$ cat src/rtl/mips_mc_pkg.sv
// Shared encodings for the multicycle MIPS core: FSM states, ALU operations,
// opcode/funct constants and the instruction-class decoder.
package mips_mc_pkg;

  typedef enum logic [2:0] {
    ST_FETCH  = 3'd0,
    ST_DECODE = 3'd1,
    ST_EXEC   = 3'd2,
    ST_MEM    = 3'd3,
    ST_WB     = 3'd4,
    ST_FAULT  = 3'd5
  } state_e;

  typedef enum logic [2:0] {ALU_ADD, ALU_SUB, ALU_AND, ALU_OR, ALU_SLT} alu_op_e;

  typedef enum logic [3:0] {
    CL_ALU_R, CL_ALU_I, CL_LW, CL_SW, CL_BEQ, CL_BNE, CL_J, CL_JAL, CL_JR, CL_ILLEGAL
  } instr_class_e;

  localparam logic [5:0] OP_RTYPE = 6'h00, OP_J = 6'h02, OP_JAL = 6'h03, OP_BEQ = 6'h04;
  localparam logic [5:0] OP_BNE = 6'h05, OP_ADDI = 6'h08, OP_ANDI = 6'h0c, OP_ORI = 6'h0d;
  localparam logic [5:0] OP_LW = 6'h23, OP_SW = 6'h2b;
  localparam logic [5:0] FN_JR = 6'h08, FN_ADD = 6'h20, FN_SUB = 6'h22, FN_AND = 6'h24;
  localparam logic [5:0] FN_OR = 6'h25, FN_SLT = 6'h2a;

  function automatic instr_class_e decode_class(input logic [5:0] op, input logic [5:0] fn);
    instr_class_e cl;
    cl = CL_ILLEGAL;
    case (op)
      OP_RTYPE: begin
        if (fn == FN_JR) cl = CL_JR;
        else if (fn == FN_ADD || fn == FN_SUB || fn == FN_AND || fn == FN_OR || fn == FN_SLT)
          cl = CL_ALU_R;
      end
      OP_ADDI, OP_ANDI, OP_ORI: cl = CL_ALU_I;
      OP_LW:  cl = CL_LW;
      OP_SW:  cl = CL_SW;
      OP_BEQ: cl = CL_BEQ;
      OP_BNE: cl = CL_BNE;
      OP_J:   cl = CL_J;
      OP_JAL: cl = CL_JAL;
      default: cl = CL_ILLEGAL;
    endcase
    return cl;
  endfunction

  function automatic alu_op_e decode_alu(input logic [5:0] op, input logic [5:0] fn);
    alu_op_e a;
    a = ALU_ADD;
    case (op)
      OP_RTYPE: begin
        case (fn)
          FN_SUB:  a = ALU_SUB;
          FN_AND:  a = ALU_AND;
          FN_OR:   a = ALU_OR;
          FN_SLT:  a = ALU_SLT;
          default: a = ALU_ADD;
        endcase
      end
      OP_BEQ, OP_BNE: a = ALU_SUB;
      OP_ANDI: a = ALU_AND;
      OP_ORI:  a = ALU_OR;
      default: a = ALU_ADD;
    endcase
    return a;
  endfunction

endpackage

$ cat src/rtl/mips_mc_fsm.sv
// Control FSM of the multicycle core: sequencing, memory handshake control,
// retire pulse and the memory-wait watchdog.
module mips_mc_fsm
  import mips_mc_pkg::*;
#(
  parameter int MEM_TIMEOUT = 16,
  parameter int TMO_W       = 5
) (
  input  logic         clock,
  input  logic         reset,
  input  instr_class_e cls,
  input  logic         exec_fault,
  input  logic         mem_ready,
  output state_e       state,
  output logic         mem_req,
  output logic         mem_we,
  output logic         instr_done,
  output logic         fault
);

  state_e           nxt;
  logic [TMO_W-1:0] tmo_cnt;
  logic             tmo_hit;

  // Gated by reset so an in-flight request is dropped the moment reset rises.
  assign mem_req = !reset && (state == ST_FETCH || state == ST_MEM);
  assign mem_we  = mem_req && (state == ST_MEM) && (cls == CL_SW);
  assign fault   = (state == ST_FAULT);
  assign tmo_hit = (MEM_TIMEOUT != 0) && mem_req && !mem_ready &&
                   (tmo_cnt == TMO_W'(MEM_TIMEOUT - 1));

  always_comb begin
    nxt        = state;
    instr_done = 1'b0;
    case (state)
      ST_FETCH:  if (mem_ready) nxt = ST_DECODE;
      ST_DECODE: nxt = (cls == CL_ILLEGAL) ? ST_FAULT : ST_EXEC;
      ST_EXEC: begin
        if (exec_fault) nxt = ST_FAULT;
        else begin
          case (cls)
            CL_LW, CL_SW:       nxt = ST_MEM;
            CL_ALU_R, CL_ALU_I: nxt = ST_WB;
            default: begin
              nxt        = ST_FETCH;
              instr_done = 1'b1;
            end
          endcase
        end
      end
      ST_MEM: begin
        if (mem_ready) begin
          if (cls == CL_LW) nxt = ST_WB;
          else begin
            nxt        = ST_FETCH;
            instr_done = 1'b1;
          end
        end
      end
      ST_WB: begin
        nxt        = ST_FETCH;
        instr_done = 1'b1;
      end
      default: nxt = ST_FAULT;
    endcase
    if (tmo_hit) nxt = ST_FAULT;
  end

  always_ff @(posedge clock or posedge reset) begin
    if (reset) begin
      state   <= ST_FETCH;
      tmo_cnt <= '0;
    end else begin
      state <= nxt;
      if (nxt != state) tmo_cnt <= '0;
      else if (mem_req && !mem_ready) tmo_cnt <= tmo_cnt + TMO_W'(1);
    end
  end

endmodule

$ cat src/rtl/mips_multiciclo.sv
// Multicycle MIPS core: unified req/ready memory port, inline datapath
// (register file, ALU, IR/MDR/ALU registers) driven by mips_mc_fsm.
module mips_multiciclo
  import mips_mc_pkg::*;
#(
  parameter logic [31:0] RESET_PC    = 32'h0000_0000,
  parameter int          MEM_TIMEOUT = 16,
  parameter int          TMO_W       = 5
) (
  input  logic        clock,
  input  logic        reset,
  output logic        mem_req,
  output logic        mem_we,
  output logic [31:0] mem_addr,
  output logic [31:0] mem_wdata,
  input  logic        mem_ready,
  input  logic [31:0] mem_rdata,
  output logic [31:0] pc_out,
  output logic [31:0] instruction_out,
  output logic [31:0] ALUresult_out,
  output logic [2:0]  state_out,
  output logic        instr_done,
  output logic        fault
);

  logic [31:0]        pc_q, ir_q, alu_q, mdr_q;
  logic [31:0]        gpr [32];
  state_e             state;
  instr_class_e       cls;
  alu_op_e            aop;
  logic [5:0]         op, fn;
  logic [4:0]         rs, rt, rd, wb_dst;
  logic [15:0]        imm;
  logic signed [31:0] rs_val, rt_val, imm_sx, alu_b, alu_out;
  logic [31:0]        jump_tgt;
  logic               exec_fault, branch_taken;

  function automatic logic signed [31:0] alu_f(input alu_op_e f, input logic signed [31:0] a,
                                              input logic signed [31:0] b);
    logic signed [31:0] r;
    case (f)
      ALU_SUB: r = a - b;
      ALU_AND: r = a & b;
      ALU_OR:  r = a | b;
      ALU_SLT: r = (a < b) ? 32'sd1 : 32'sd0;
      default: r = a + b;
    endcase
    return r;
  endfunction

  assign op     = ir_q[31:26];
  assign rs     = ir_q[25:21];
  assign rt     = ir_q[20:16];
  assign rd     = ir_q[15:11];
  assign fn     = ir_q[5:0];
  assign imm    = ir_q[15:0];
  assign cls    = decode_class(op, fn);
  assign aop    = decode_alu(op, fn);
  // gpr[0] is never written, so it reads back as zero without a special case.
  assign rs_val = gpr[rs];
  assign rt_val = gpr[rt];
  assign imm_sx = {{16{imm[15]}}, imm};

  assign alu_b = (cls == CL_ALU_R || cls == CL_BEQ || cls == CL_BNE) ? rt_val :
                 (op == OP_ANDI || op == OP_ORI) ? $signed({16'h0000, imm}) : imm_sx;
  assign alu_out      = alu_f(aop, rs_val, alu_b);
  assign branch_taken = (cls == CL_BEQ && alu_out == 32'sd0) || (cls == CL_BNE && alu_out != 32'sd0);
  assign jump_tgt     = {pc_q[31:28], ir_q[25:0], 2'b00};
  assign exec_fault   = ((cls == CL_LW || cls == CL_SW) && alu_out[1:0] != 2'b00) ||
                        (cls == CL_JR && rs_val[1:0] != 2'b00);
  assign wb_dst       = (cls == CL_ALU_R) ? rd : rt;

  mips_mc_fsm #(.MEM_TIMEOUT(MEM_TIMEOUT), .TMO_W(TMO_W)) u_fsm (
    .clock      (clock),
    .reset      (reset),
    .cls        (cls),
    .exec_fault (exec_fault),
    .mem_ready  (mem_ready),
    .state      (state),
    .mem_req    (mem_req),
    .mem_we     (mem_we),
    .instr_done (instr_done),
    .fault      (fault)
  );

  assign mem_addr        = (state == ST_MEM) ? alu_q : pc_q;
  assign mem_wdata       = rt_val;
  assign pc_out          = pc_q;
  assign instruction_out = ir_q;
  assign ALUresult_out   = alu_q;
  assign state_out       = state;

  always_ff @(posedge clock or posedge reset) begin
    if (reset) begin
      pc_q  <= RESET_PC;
      ir_q  <= '0;
      alu_q <= '0;
      mdr_q <= '0;
      for (int i = 0; i < 32; i++) gpr[i] <= '0;
    end else begin
      case (state)
        ST_FETCH: begin
          if (mem_ready) begin
            ir_q <= mem_rdata;
            pc_q <= pc_q + 32'd4;
          end
        end
        // pc already holds pc+4 here, which is the base for branches and jal's link.
        ST_EXEC: begin
          alu_q <= alu_out;
          if (!exec_fault) begin
            case (cls)
              CL_BEQ, CL_BNE: if (branch_taken) pc_q <= pc_q + {imm_sx[29:0], 2'b00};
              CL_J:  pc_q <= jump_tgt;
              CL_JAL: begin
                pc_q    <= jump_tgt;
                gpr[31] <= pc_q;
              end
              CL_JR: pc_q <= rs_val;
              default: ;
            endcase
          end
        end
        ST_MEM: if (mem_ready && cls == CL_LW) mdr_q <= mem_rdata;
        ST_WB:  if (wb_dst != 5'd0) gpr[wb_dst] <= (cls == CL_LW) ? mdr_q : alu_q;
        default: ;
      endcase
    end
  end

endmodule

$ cat config.mk
export PLATFORM = sky130hd
export DESIGN_NAME = mips_multiciclo
export DESIGN_NICKNAME = d
export VERILOG_FILES = /design/src/rtl/mips_mc_pkg.sv /design/src/rtl/mips_mc_fsm.sv /design/src/rtl/mips_multiciclo.sv
export SDC_FILE = /design/constraint.sdc
export NUM_CORES = 2
export LEC_CHECK = 0
export CORE_ASPECT_RATIO = 2
export CORE_MARGIN = 8
export CORE_UTILIZATION = 63
export DETAILED_ROUTE_END_ITERATION = 10
export GPL_TIMING_DRIVEN = 0
export PLACE_DENSITY = 0.81
export SETUP_SLACK_MARGIN = 0.05
export SLEW_MARGIN = 15
export SYNTH_ARGS = -nofsm -noshare
export SYNTH_HDL_FRONTEND = slang
export SYNTH_HIERARCHICAL = 1
export SYNTH_SLANG_ARGS = --single-unit
$ cat constraint.sdc
create_clock -name clock -period 42.5 [get_ports clock]
set_input_delay 6.375 -clock clock [delete_from_list [all_inputs] [get_ports clock]]
set_output_delay 6.375 -clock clock [all_outputs]
set_load 0.01 [all_outputs]
==> key figures, run 1 <==
Run status
  – Status: stopped before the end
  – Last stage: global routing
  – First reported error: [ERROR GRT-0116] Global routing finished with congestion. Check the congestion regions in the DRC Viewer.

Yosys
  – Biggest area consumer among synthesized cells: dfrtp_1
  – Cells after synthesis: 6,192
  – Yosys reg bits: 1,160
  – Synth warn: 6
  – Synth top area share: 43.3%
  – Netlist Area Pre-Place: 67,100 um2
  – Synth Area per Inst: 10.8 um2
  – Post-synth ARST share: 100%
  – Top cells by area, synth: dfrtp_1 43%, mux4_2 21%, o21ai_0 5.3%
  – Primary FF master, synth: dfrtp_1
  – Post-synthesis sequential area ratio: 43.3%
  – Post-synth EDFFs: 0
  – Library cells used by synthesis: 99
  – Syn_nets: 6,378

CTS
  – Cts repair resizes: 0
  – Cts hold-fix bufs: 0
  – Clock Tree Root: clkbuf_16
  – CTS buffer count: a little over 100
  – H-tree Lvls: 3
  – Clock tree buffer depth: 3
  – Clock Sinks: about 1,200
  – Post-CTS Repair Setup Buffers: 0

Placement
  – RePlAce Congestion: 1.15
  – Placed inst area: a little over 70,000 um2
  – Dpl hpwl: around 250,000 um
  – Port Buffer Count: 201

GRT
  – Total grt overflow: 5
  – Largest net degree at the start of global routing: between 100 and 150
  – Vias in the first global route: 66,300
  – Global-route wire length before repair: 518,000 um
  – All-Layer GR Usage: 63.1%

Floorplanning
  – Die Y: 477 um
  – IO Count: 202
  – Die width: 247 um
  – Row cnt: 169
  – Initial core utilization: a little under two thirds
-- cell families after synthesis --
group / count (synthesis) / synth area share (%)
buf+inv: 709 / 4.01
compound gates: 1624 / 13.7
flops: 1160 / 43.3
simple gates: 1634 / 10.4
mux: 856 / 25.0
xor+xnor: 58 / 0.769
fa+ha+maj: 151 / 2.85
-- metrics by stage --
stage	hold slack (ns)	util, %	std cells	setup WS [ns]
CTS	0.487	71.0	7970	25.68
detailed placement	0.472	67.5	7780	26.52
global placement	0.452	66.9	7761	-8.46
floorplan	0.441	-	6192	3.68
-- synth_stat cells, drive strengths merged, types with 16 or more instances --
cell / number
mux2i: 68
clkbuf: 473
nor2: 542
nor2b: 55
o31ai: 21
nand3: 39
ha: 148
or3: 22
a221oi: 40
nand2b: 22
xor2: 22
nor4: 19
and3: 18
nand2: 778
a211oi: 38
a31oi: 21
and2: 18
o21ai: 724
mux2: 148
o211ai: 16
buf: 105
o21a: 18
dfrtp: 1160
a21oi: 573
nor3: 36
a21o: 27
o21bai: 16
nor3b: 16
xnor2: 36
nand4: 29
inv: 131
mux4: 640
-- routing by layer --
| layer | GRT overflow | track usage [%] |
|---|---|---|
| met1 | 0 | 60.2 |
| met2 | 3 | 85.5 |
| met3 | 1 | 40.9 |
| met4 | 1 | 66.6 |
| met5 | 0 | 12.2 |
==> inputs of run 2 (changes only) <==
--- a/config.mk
+++ b/config.mk
@@ -5,13 +5,11 @@
 export SDC_FILE = /design/constraint.sdc
 export NUM_CORES = 2
 export LEC_CHECK = 0
-export CORE_ASPECT_RATIO = 2
 export CORE_MARGIN = 8
-export CORE_UTILIZATION = 63
+export CORE_UTILIZATION = 40
 export DETAILED_ROUTE_END_ITERATION = 10
 export GPL_TIMING_DRIVEN = 0
-export PLACE_DENSITY = 0.81
-export SETUP_SLACK_MARGIN = 0.05
+export PLACE_DENSITY_LB_ADDON = 0.15
 export SLEW_MARGIN = 15
 export SYNTH_ARGS = -nofsm -noshare
 export SYNTH_HDL_FRONTEND = slang
==> run 2 against run 1 <==
Net effect: the run now ends clean; synthesized area stayed put; synthesized cell count stayed put.
==> key figures, run 2 <==
Finish
  – Final cell count without fillers: 8,895
  – Leading cell type in the layout, fill and taps excluded: dfrtp_1
  – Final core utilization: a little under half
  – Post-Layout Inst Area: 77,400 um2
  – Layout cells sized above 1: 18.2%
  – Layout area overhead: 15.4%
  – Fin nets: 6,757
  – Most frequent cells in the layout: 1,160 x dfrtp_1, 778 x nand2_1, 713 x o21ai_0
  – Biggest register: gpr
  – Max reg flops: roughly 1,000

Power
  – Register share of total power: a little over two fifths
  – Int Pwr: 0.00186 W
  – P_sw: 0.000696 W
  – Pwr dens: 33.1 nW/um2
  – Logic pwr share: 9.3%
  – Switch share: ~27%
  – Clock Power Share: approximately 47%
  – Peak VDD IR: 0.0339 mV
  – Leakage: 32.4 nW

Placement
  – Dpl hpwl: 254,000 um (about the same)
  – Port Buffer Count: 201 (unchanged)
  – Placed inst area: 72,800 um2 (+2.0%)
  – DP Cell Count: 8,635 (+11%)
  – RePlAce Congestion: 1.01 (-12%)

Yosys
  – Biggest area consumer among synthesized cells: dfrtp_1
  – Cells after synthesis: 6,192 (unchanged)
  – Yosys reg bits: 1,160 (unchanged)
  – Post-synthesis sequential area ratio: 43.3% (unchanged)
  – Netlist Area Pre-Place: 67,100 um2 (unchanged)
  – Synth warn: 6 (unchanged)
  – Library cells used by synthesis: 99 (unchanged)
  – Most common cell in the synthesized netlist: dfrtp_1
  – Post-synth ARST share: 100% (unchanged)
  – Post-synth EDFFs: 0 (unchanged)
  – Synth top cells by count: 1,160 x dfrtp_1, 778 x nand2_1, 714 x o21ai_0
  – Top cells by area, synth: dfrtp_1 43%, mux4_2 21%, o21ai_0 5.3%
  – Synth Area per Inst: 10.8 um2 (unchanged)
  – Synth top area share: 43.3% (unchanged)
  – Syn_nets: 6,378 (unchanged)
  – Primary FF master, synth: dfrtp_1

GRT
  – Initial antenna violation count: 21
  – GRT busiest layer: met2
  – Total grt overflow: 0
  – GRT met3 Usage: 13.9%
  – Met1 Use GR: 45.0%
  – Largest net degree at the start of global routing: about 110
  – GR Util met2: approximately 53%
  – Vias in the first global route: around 57,000
  – Global-route wire length before repair: between 400,000 and 500,000 um
  – All-Layer GR Usage: 36.2%

CTS
  – Worst skew pair latency: 0.83 ns
  – CTS buffer count: 136 (+32%)
  – Clock Tree Root: clkbuf_16
  – Clock slew at reported path FFs: 0.06 ns
  – CTS tree: done
  – H-tree Lvls: 4 (+1)
  – Post-CTS Repair Setup Buffers: 0 (unchanged)
  – Cts hold-fix bufs: 0 (unchanged)
  – Clock Sinks: 1,160 (unchanged)
  – Clock tree buffer depth: 3 (unchanged)
  – Cts repair resizes: 0 (unchanged)

Min path
  – Worst Hold Class: reg -> reg

Timing
  – Final Skew: about 0.045 ns
  – Setup_tns: 0 ns
  – Least-Margin Pin Slew: 1.39 ns
  – Tmin final: around 17 ns
  – RSZ-0062 raised after global routing: no
  – Final setup fails: 0
  – Fmax: 57.2 MHz
  – Fin. max-slew vios: 0
  – Tcrit/Tclk final: 41.1%
  – Final Hold Viols: 0
  – Slew margin rel.: under 10%

Worst setup path
  – Critical path launch point type: flip-flop
  – Critical path class: reg -> out
  – CP Capture Type: output pin
  – Arrival time worst endpoint: 11.10 ns
  – Worst-path maximum fanout: 10
  – CP required: approximately 36 ns

Run status
  – Status: complete, no violations

Routing
  – Wire per inst: 37.7 um
  – DRC violations left: 0
  – DR iter-0 viols: 8,581
  – Via count: 58,600
  – Vias per inst: 6.59
  – Routed wire length: 335,000 um
  – Number of routed nets with antenna violations: 0
  – DRT Pass-1 Iters: 6

Floorplanning
  – Core Region: 167,000 um2
  – Die footprint: 181,000 um2
  – Die Y: 425 um (-11%)
  – Row cnt: 150 (-11%)
  – Die width: 425 um (+72%)
  – Initial core utilization: 40.2% (-23 points)
  – IO Count: 202 (unchanged)

Job
  – Max-Cap Viols: 0
[run 2: cell counts after synthesis]
No cell type changed its count.
[run 2: cell type report]
class                           count  area [um2]
Fill cell                       15700       89500
Multi-Input combinational cell   4323       35400
Sequential cell                  1160       29000
Clock buffer                      209        4070
Timing Repair Buffer              241        2850
Tap cell                         2204        2760
Buffer                            578        2330
Inverter                          131         499
Clock inverter                     33         408
Antenna cell                       16        40.0
[run 2: stage by stage]
step                worst slack (ns)  hold slack, ns  total power, W
floorplan                       3.68           0.441         0.00126
detailed placement             26.29           0.465         0.00136
finish                         25.02           0.473         0.00256
global route                   25.23           0.505         0.00261
global placement              -11.37           0.452         0.00136
CTS                            25.38           0.480         0.00256
[run 2: kinds of logic (layout without fill, tap and decap cells)]
logic type      after synthesis  after routing  share of synthesized area, %
compound gates             1624           1624                          13.7
xor+xnor                     58             58                         0.769
fa+ha+maj                   151            151                          2.85
buf+inv                     709           1192                          4.01
flops                      1160           1160                          43.3
mux                         856            856                          25.0
other cells                   0             16                             0
simple gates               1634           1634                          10.4
[run 2: layer usage]
layer	vias up	wire length, um
li1	23500	-
met1	30300	123000
met2	3871	144000
met3	940	42100
met4	18	25700
met5	-	111
[run 2: worst paths after layout]
| kind | start | to | slack, ns | cells past startpoint |
|---|---|---|---|---|
| worst max-delay path | instruction_out[22] | instr_done | 25.02 | 19 |
| worst min-delay path | gpr[1010] | gpr[1010] | 0.47 | 1 |
| worst max register to register | instruction_out[22] | pc_out[8] | 29.87 | 21 |
| worst min register to register | gpr[1010] | gpr[1010] | 0.47 | 1 |
| max in group asynchronous | reset | gpr[691] | 33.34 | 7 |
| min in group asynchronous | reset | u_fsm/tmo_cnt[1] | 6.15 | 2 |
[run 2: critical path: stages, from the launching register on]
cell             delay (ns)
dfrtp_1                0.35
clkbuf_1               0.49
clkbuf_1               0.90
buf_1                  0.93
clkbuf_1               0.99
mux4_2                 0.43
mux4_2                 0.55
mux2i_1                1.01
inv_1                  0.48
ha_1                   0.39
or3_1                  0.34
nor3_1                 0.54
nor2_1                 0.26
o2111a_1               0.42
o211ai_1               0.90
a22o_1                 0.43
o32ai_1                0.13
nand2_1                0.09
o31ai_1                0.08
clkdlybuf4s50_1        0.51
[run 2: power by group through the flow]
stage	Combinational, W	Sequential [W]	Clock, W
floorplan	0.000127	0.00113	0
global placement	0.000223	0.00114	0
detailed placement	0.000232	0.00113	0
CTS	0.000232	0.00111	0.00121
global route	0.000246	0.00111	0.00125
finish	0.000238	0.00111	0.00121
(Power assumes the default switching activity.)
